==> config.mk <==
export PLATFORM = sky130hd
export DESIGN_NAME = interrupt_controller
export DESIGN_NICKNAME = d
export VERILOG_FILES = /design/src/rtl/interrupt_controller.sv
export SDC_FILE = /design/constraint.sdc
export NUM_CORES = 1
export LEC_CHECK = 0
export ABC_AREA = 1
export CAP_MARGIN = 25
export CORE_MARGIN = 8
export CORE_UTILIZATION = 35
export DETAILED_ROUTE_END_ITERATION = 8
export PLACE_DENSITY = 0.73
export SLEW_MARGIN = 0
export SYNTH_ARGS = -nofsm -noshare
export SYNTH_HDL_FRONTEND = slang
export SYNTH_SLANG_ARGS = --single-unit
==> constraint.sdc <==
create_clock -name clk -period 1.4 [get_ports clk]
set_input_delay 0.28 -clock clk [delete_from_list [all_inputs] [get_ports clk]]
set_output_delay 0.28 -clock clk [all_outputs]
set_load 0.02 [all_outputs]
==> src/rtl/interrupt_controller.sv <==
// -----------------------------------------------------------------------------
// interrupt_controller
//
// Arbitrates N_IRQ edge-triggered interrupt request lines for the microprogram
// sequencer. Rising edges on int_req latch into pending bits. Pending lines
// that are not masked, while the global interrupt enable (IE) is set, compete
// for a single request to the sequencer. The winner's id and vector stay
// stable until int_ack. The controller then reports in_service until eoi.
//
// Optional feature macro: INT_ROUND_ROBIN_EN
//   defined   - rotating priority; the search starts at a pointer that moves
//               to (int_id+1) mod N_IRQ on every acknowledge.
//   undefined - fixed priority, index 0 highest; no pointer register.
//
// Ports
//   clk              in   system clock, rising edge
//   interrupt_reset  in   synchronous active-high reset
//   int_req          in   [N_IRQ]  request lines (rising edge = event)
//   mask_we          in   load mask from mask_wdata
//   mask_wdata       in   [N_IRQ]  new mask, 1 = enabled
//   ie_set / ie_clr  in   EI / DI (clear wins)
//   int_ack          in   sequencer took the interrupt (1-cycle pulse)
//   eoi              in   service routine returned (1-cycle pulse)
//   irq              out  request to sequencer
//   int_id           out  [clog2(N_IRQ)] winning line
//   int_vector       out  [VEC_W] routine address for int_id
//   in_service       out  routine in progress
//   pending          out  [N_IRQ] pending bits
//   mask             out  [N_IRQ] current mask
// -----------------------------------------------------------------------------
module interrupt_controller #(
  parameter int                N_IRQ     = 4,
  parameter int                VEC_W     = 8,
  parameter logic [VEC_W-1:0]  VEC_BASE  = VEC_W'('h10),
  parameter int                VEC_SHIFT = 2,
  parameter logic [N_IRQ-1:0]  MASK_RST  = {N_IRQ{1'b1}},
  localparam int               ID_W      = $clog2(N_IRQ)
) (
  input  logic             clk,
  input  logic             interrupt_reset,
  input  logic [N_IRQ-1:0] int_req,
  input  logic             mask_we,
  input  logic [N_IRQ-1:0] mask_wdata,
  input  logic             ie_set,
  input  logic             ie_clr,
  input  logic             int_ack,
  input  logic             eoi,
  output logic             irq,
  output logic [ID_W-1:0]  int_id,
  output logic [VEC_W-1:0] int_vector,
  output logic             in_service,
  output logic [N_IRQ-1:0] pending,
  output logic [N_IRQ-1:0] mask
);

  typedef enum logic [1:0] {
    IDLE    = 2'd0,
    REQ     = 2'd1,
    SERVICE = 2'd2
  } state_t;

  state_t           state, state_nxt;
  logic [N_IRQ-1:0] req_prev;
  logic [N_IRQ-1:0] pending_r;
  logic [N_IRQ-1:0] mask_r;
  logic             ie;
  logic [ID_W-1:0]  id_r;
  logic [VEC_W-1:0] vec_r;

  logic [N_IRQ-1:0] edges;
  logic [N_IRQ-1:0] eligible;
  logic [N_IRQ-1:0] clr;
  logic [ID_W-1:0]  search_start;
  logic [ID_W-1:0]  winner;
  logic             grant;
  logic             ack_take;
  logic             eoi_take;

  // First eligible line found when scanning upward (with wrap) from start.
  function automatic logic [ID_W-1:0] pick(input logic [N_IRQ-1:0] elig,
                                           input logic [ID_W-1:0]  start);
    logic [ID_W-1:0] r;
    logic            found;
    int              idx;
    r     = '0;
    found = 1'b0;
    for (int k = 0; k < N_IRQ; k++) begin
      idx = (int'(start) + k) % N_IRQ;
      if (!found && elig[idx[ID_W-1:0]]) begin
        r     = idx[ID_W-1:0];
        found = 1'b1;
      end
    end
    return r;
  endfunction

  function automatic logic [VEC_W-1:0] vec_of(input logic [ID_W-1:0] id);
    return VEC_BASE + (VEC_W'(id) << VEC_SHIFT);
  endfunction

  assign edges    = int_req & ~req_prev;
  assign eligible = pending_r & mask_r;
  assign winner   = pick(eligible, search_start);

`ifdef INT_ROUND_ROBIN_EN
  logic [ID_W-1:0] rr_ptr;

  always_ff @(posedge clk) begin
    if (interrupt_reset) begin
      rr_ptr <= '0;
    end else if (ack_take) begin
      rr_ptr <= (id_r == ID_W'(N_IRQ - 1)) ? '0 : id_r + ID_W'(1);
    end
  end

  assign search_start = rr_ptr;
`else
  assign search_start = '0;
`endif

  // Next-state logic. Decisions use registered IE/mask, so a mask write or
  // DI is seen by the FSM one edge after it is loaded.
  always_comb begin
    state_nxt = state;
    grant     = 1'b0;
    ack_take  = 1'b0;
    eoi_take  = 1'b0;
    clr       = '0;
    case (state)
      IDLE: begin
        if (ie && (|eligible)) begin
          state_nxt = REQ;
          grant     = 1'b1;
        end
      end
      REQ: begin
        // eoi is meaningless here, so ack alone decides.
        if (int_ack) begin
          state_nxt   = SERVICE;
          ack_take    = 1'b1;
          clr[id_r]   = 1'b1;
        end else if (!ie || !mask_r[id_r]) begin
          state_nxt = IDLE;
        end
      end
      SERVICE: begin
        if (eoi) begin
          state_nxt = IDLE;
          eoi_take  = 1'b1;
        end
      end
      default: state_nxt = IDLE;
    endcase
  end

  always_ff @(posedge clk) begin
    if (interrupt_reset) begin
      state <= IDLE;
    end else begin
      state <= state_nxt;
    end
  end

  always_ff @(posedge clk) begin
    if (interrupt_reset) begin
      req_prev  <= '0;
      pending_r <= '0;
      mask_r    <= MASK_RST;
      ie        <= 1'b0;
      id_r      <= '0;
      vec_r     <= VEC_BASE;
    end else begin
      req_prev  <= int_req;
      // A new edge on the line being acknowledged survives the clear.
      pending_r <= (pending_r & ~clr) | edges;
      if (mask_we) begin
        mask_r <= mask_wdata;
      end
      // Hardware ack/eoi override the EI/DI instructions.
      if (ack_take) begin
        ie <= 1'b0;
      end else if (eoi_take) begin
        ie <= 1'b1;
      end else if (ie_clr) begin
        ie <= 1'b0;
      end else if (ie_set) begin
        ie <= 1'b1;
      end
      if (grant) begin
        id_r  <= winner;
        vec_r <= vec_of(winner);
      end
    end
  end

  assign irq        = (state == REQ);
  assign in_service = (state == SERVICE);
  assign int_id     = id_r;
  assign int_vector = vec_r;
  assign pending    = pending_r;
  assign mask       = mask_r;

endmodule

After elaboration in Yosys (flattened, before gate mapping)
Cells that the tools add are included.
W data, S select, Z words.
{"block": "word_totals", "regBits": 25, "inputBits": 15, "elab_cells": 63, "out_inout_bits": 20}
{"block": "op_classes", "bitwise_logic": 6, "eq_ne": 5, "n_reduce_logical": 16, "muxes": 26, "add_sub_neg": 1, "magnitude_cmp": 2}
{"op": "$mux W1", "count": 15}
{"op": "$and A4 B4 Y4", "count": 3}
{"op": "$mux W2", "count": 6}
{"op": "$mux W4", "count": 2}
{"op": "$not A4 Y4", "count": 2}
{"op": "$add A5 B4 Y6 const A", "count": 1}
{"op": "$pmux W2 S3", "count": 1}
{"op": "$logic_and A1 B1 Y1", "count": 5}
{"op": "$logic_not A1 Y1", "count": 5}
{"op": "$ne A2 B2 Y1 const B", "count": 2}
{"op": "$or A4 B4 Y4", "count": 1}
{"op": "$reduce_or A4 Y1", "count": 1}
{"op": "$lt A2 B3 Y1 const B", "count": 1}
{"op": "$ne A3 B2 Y1 const B", "count": 1}
{"op": "$reduce_and A3 Y1", "count": 1}
{"op": "$reduce_bool A3 Y1", "count": 1}
{"op": "$bmux W1 S2", "count": 1}
{"op": "$demux W1 S2", "count": 1}
{"op": "$eq A2 B1 Y1 const B", "count": 1}
{"op": "$eq A2 B2 Y1 const B", "count": 1}
{"op": "$ge A2 B1 Y1 const B", "count": 1}
{"op": "$logic_not A2 Y1", "count": 1}
{"op": "$reduce_or A2 Y1", "count": 1}
{"op": "$logic_or A1 B1 Y1", "count": 1}

Depth between registers and ports, before layout
{"block": "logic_depth", "ltp_word": 12, "depth_mapped": 8, "ltp_nobuf": 8}

Worst setup path before layout
No wires, ideal clock.
{"block": "synth_path", "kind": "register to register", "start": "register mask_r[2] (netlist: mask[2])", "end": "register id_r[0] (netlist: int_id[0])", "t_required_ns": 1.284, "slack_ns": 0.370, "path_buffers": 0, "setup_time_ns": 0.116, "t_arrival_ns": 0.914, "path_stages_with_launch": 8, "synth_period_minus_slack_ns": 1.030, "cell_sequence": "dfxtp_1 -> nand2_1 -> nand2_1 -> nand2_1 -> nand2_2 -> nand3_1 -> nand2_1 -> nor2_1"}
{"block": "synth_between", "elab_chain_cells": 6, "elab_cells_between_ends": 11, "cone_classes": "mux: 5; bitwise: 1; reduce/logical: 5"}
{"element": "from (decl)", "line": "65", "rtl": "logic [N_IRQ-1:0] mask_r;"}
{"element": "from (signal assigned)", "line": "177", "rtl": "mask_r <= mask_wdata;"}
{"element": "$and A4 B4 Y4 *", "line": "102", "rtl": "assign eligible = pending_r & mask_r;"}
{"element": "$logic_and A1 B1 Y1", "line": "89", "rtl": "if (!found && elig[idx[ID_W-1:0]]) begin"}
{"element": "$mux W1", "line": "89"}
{"element": "$logic_not A1 Y1", "line": "89"}
{"element": "$logic_and A1 B1 Y1", "line": "89"}
{"element": "$mux W2", "line": "89"}
{"element": "to (signal assigned)", "line": "190", "rtl": "id_r <= winner;"}
{"element": "to (decl)", "line": "67", "rtl": "logic [ID_W-1:0] id_r;"}
Every way passes the cells marked *; elsewhere a longest branch is shown, timed or not.
A chain may end at the register's enable or synchronous reset.

Worst setup path in the final report
{"block": "layout_path", "start": "register mask_r[1] (netlist: mask[1])", "end": "output mask[1]"}
{"element": "to (decl)", "line": "53", "rtl": "output logic [N_IRQ-1:0] mask"}
No word-level cell between the ends.

==> results.sh <==
export IMPL_drc=0
export IMPL_syn2layout_area_growth_pct=36.98
export IMPL_ys_warn_count=0
export IMPL_ant_nets=0
export IMPL_wl_microns=1917
export IMPL_slowest_stage="dfxtp_1"
export IMPL_status="complete, no violations"
export IMPL_io_pins=35
export IMPL_initial_core_util_pct=36.33
export IMPL_drt_initial_drc_count=11
export IMPL_timing_final_crit_share_pct=96.45
export IMPL_overflow=0
export IMPL_cts_sinks=17
export IMPL_dieArea_sq_um=4027
export IMPL_synthArstFlopShare_pct=0
export IMPL_synth_top_area_cell="dfxtp_1"
export IMPL_die_x_microns=63.46
export IMPL_ys_top_cells_by_area="dfxtp_1, nand2_1, buf_4"
export IMPL_antenna_cells=0
export IMPL_syn_cell_area_sq_um=788.3
export IMPL_synth_common_cells="nand2_1, dfxtp_1, inv_1"
export IMPL_cts_root_buffer="clkbuf_4"
export IMPL_grt_max_degree=12
export IMPL_timing_rr_end="pending[1]"
export IMPL_hpwl_microns=1549
export IMPL_cp_top_family="flip-flops"
export IMPL_numCtsBuffers=3
export IMPL_syn_mean_instance_area_sq_um=7.038
export IMPL_synth_top_cell_area_share_pct=43.17
export IMPL_rrSetupSlack_ns=0.36
export IMPL_grt_pass1_vias=754
export IMPL_rsz0062_at_grt="no"
export IMPL_yosysUniqueCellTypes=14
export IMPL_vdd_drop_max_v=0.0005160
export IMPL_utilization_pct=49.77
export IMPL_finalHoldViolCount=0
export IMPL_gp_congestion=0.7677
export IMPL_die_h_microns=63.46
export IMPL_min_path_type="flop to flop"
export IMPL_cts_tree="built"
export IMPL_wl_per_cell_microns=11.21
export IMPL_fill_cells=229
export IMPL_ctsHtreeMaxLevel=1
export IMPL_numPortBuffers=28
export IMPL_power_density_nw_per_um2=1004
export IMPL_critPathBufInv=1
export IMPL_min_path_cells=1
export IMPL_synth_most_common_cell="nand2_1"
export IMPL_drive_gt1_share_pct=15.38
export IMPL_grt_use_total_pct=9.285
export IMPL_clkLatencyLatePin_ns=0.30
export IMPL_synthFlopType="dfxtp_1"
export IMPL_yosysSeqAreaShare_pct=43.17
export IMPL_num_vias=743
export IMPL_grt_pass1_wl_microns=3125
export IMPL_drv_cap=0
export IMPL_reg2reg_from="int_id[1]"
export IMPL_post_cts_buffers=0
export IMPL_endpoint_kind="output port"
export IMPL_antenna_found_initial=0
export IMPL_holdPathEnd="pending[0]"
export IMPL_netlist_instances=112
export IMPL_core_area_sq_um=2170
export IMPL_slowest_delay_ns=0.41
export IMPL_first_pass_iters=4
export IMPL_ys_ff_latch=17
export IMPL_path_clk_slew_ns=0.11
export IMPL_report_final_slew_viol_count=0
export IMPL_cts_path_max_buffers=2
export IMPL_cp_required_ns=1.12
export IMPL_layout_nets=159
export IMPL_fmax_mhz=740.6
export IMPL_ff2ff_path_depth=5
export IMPL_post_place_ws_ns=-0.007164
export IMPL_worstHoldStart="req_prev[0]"
export IMPL_leakage_uw=0.0005540
export IMPL_path_class="flop to output port"
export IMPL_cp_start_kind="flop"
export IMPL_fin_skew_ns=0.01038
export IMPL_fp_row_count=17
export IMPL_setup_violations=0
export IMPL_worst_slack_ns=0.04966
export IMPL_synth_edff_count=0
export IMPL_crit_path_cell_trace="dlygate4sd2_1"
export IMPL_worstPathMaxFanout=4
export IMPL_vias_per_cell=4.345
export IMPL_fin_crit_ns=1.350
export IMPL_arrival_ns=1.07
per-stage QoR:
step	instance area [sq um]	setup TNS (ns)	hold slack (ns)	std cells	total power (uW)
after global routing	1080	0	0.4469	171	1135
after detailed placement	1077	-0.007164	0.4171	167	848.8
after global placement	1077	0	0.4092	167	843.9
after floorplan	803.3	0	0.3424	116	728.2
final	1080	0	0.4353	171	1085
after CTS	1091	0	0.4342	171	1089
layout by cell type, fill, tap and decap left out, types with 2 or more instances in the layout:
master,count
dfxtp_1,17
clkbuf_4,3
inv_2,3
a21oi_2,2
nand2_1,39
inv_1,9
nor2_1,7
nand3_1,6
a21oi_1,3
clkdlybuf4s50_1,14
o22ai_1,4
conb_1,6
o21ai_0,4
buf_4,4
dlygate4sd2_1,12
nand2_2,7
sequential cells by signal, indices dropped and copies added (netlist names):
name / cells
ie: 1
int_id: 2
mask: 4
pending: 4
req_prev: 4
state: 2
kinds of logic after synthesis:
group	after synthesis	synth area share, %
and+or+nand+nor	59	31.27
buffers and inverters	21	14.76
DFF	17	43.18
AOI/OAI and AO/OA	13	9.841
other	2	0.9527
layer usage:
layer | GRT usage, % | share of wire, % | vias to the layer above
met4 | 4.178 | 1.7 | 0
met1 | 9.674 | 45 | 324
met3 | 3.710 | 6.5 | 5
met5 | 0 | 0 | -
met2 | 15.97 | 47 | 20
li1 | - | - | 394
timing repair:
action / CTS / global route
gates resized for setup: 17 / 2
setup endpoints to repair: 14 / 2
hold buffers: 0 / 0
report_power, final:
part / switching [uW] / internal [uW]
Clock: 164 / 107
Combinational: 153 / 114
Sequential: 28.3 / 518
Total: 346 / 739
worst max path at each step:
stage                  start          to  cells after the start  slack (ns)
floorplan            mask[2]   int_id[0]                      7        0.37
detailed placement  state[1]  in_service                      3      -0.007
finish               mask[1]     mask[1]                      1        0.05
global route         mask[0]     mask[0]                      1       0.006
global placement    state[1]  in_service                      3        0.04
CTS                 state[1]         irq                      4       0.003
cell type report:
cell class | instances | area (sq um) | share of cell area [%]
Timing Repair Buffer | 32 | 285.3 | 26.42
Multi-Input combinational cell | 78 | 346.6 | 32.10
Inverter | 12 | 45.04 | 4.171
Clock inverter | 1 | 5.005 | 0.4635
Sequential cell | 17 | 340.3 | 31.52
Tap cell | 28 | 35.03 | 3.244
Clock buffer | 3 | 22.52 | 2.086
Note: power is estimated with default switching activity, not from simulation.
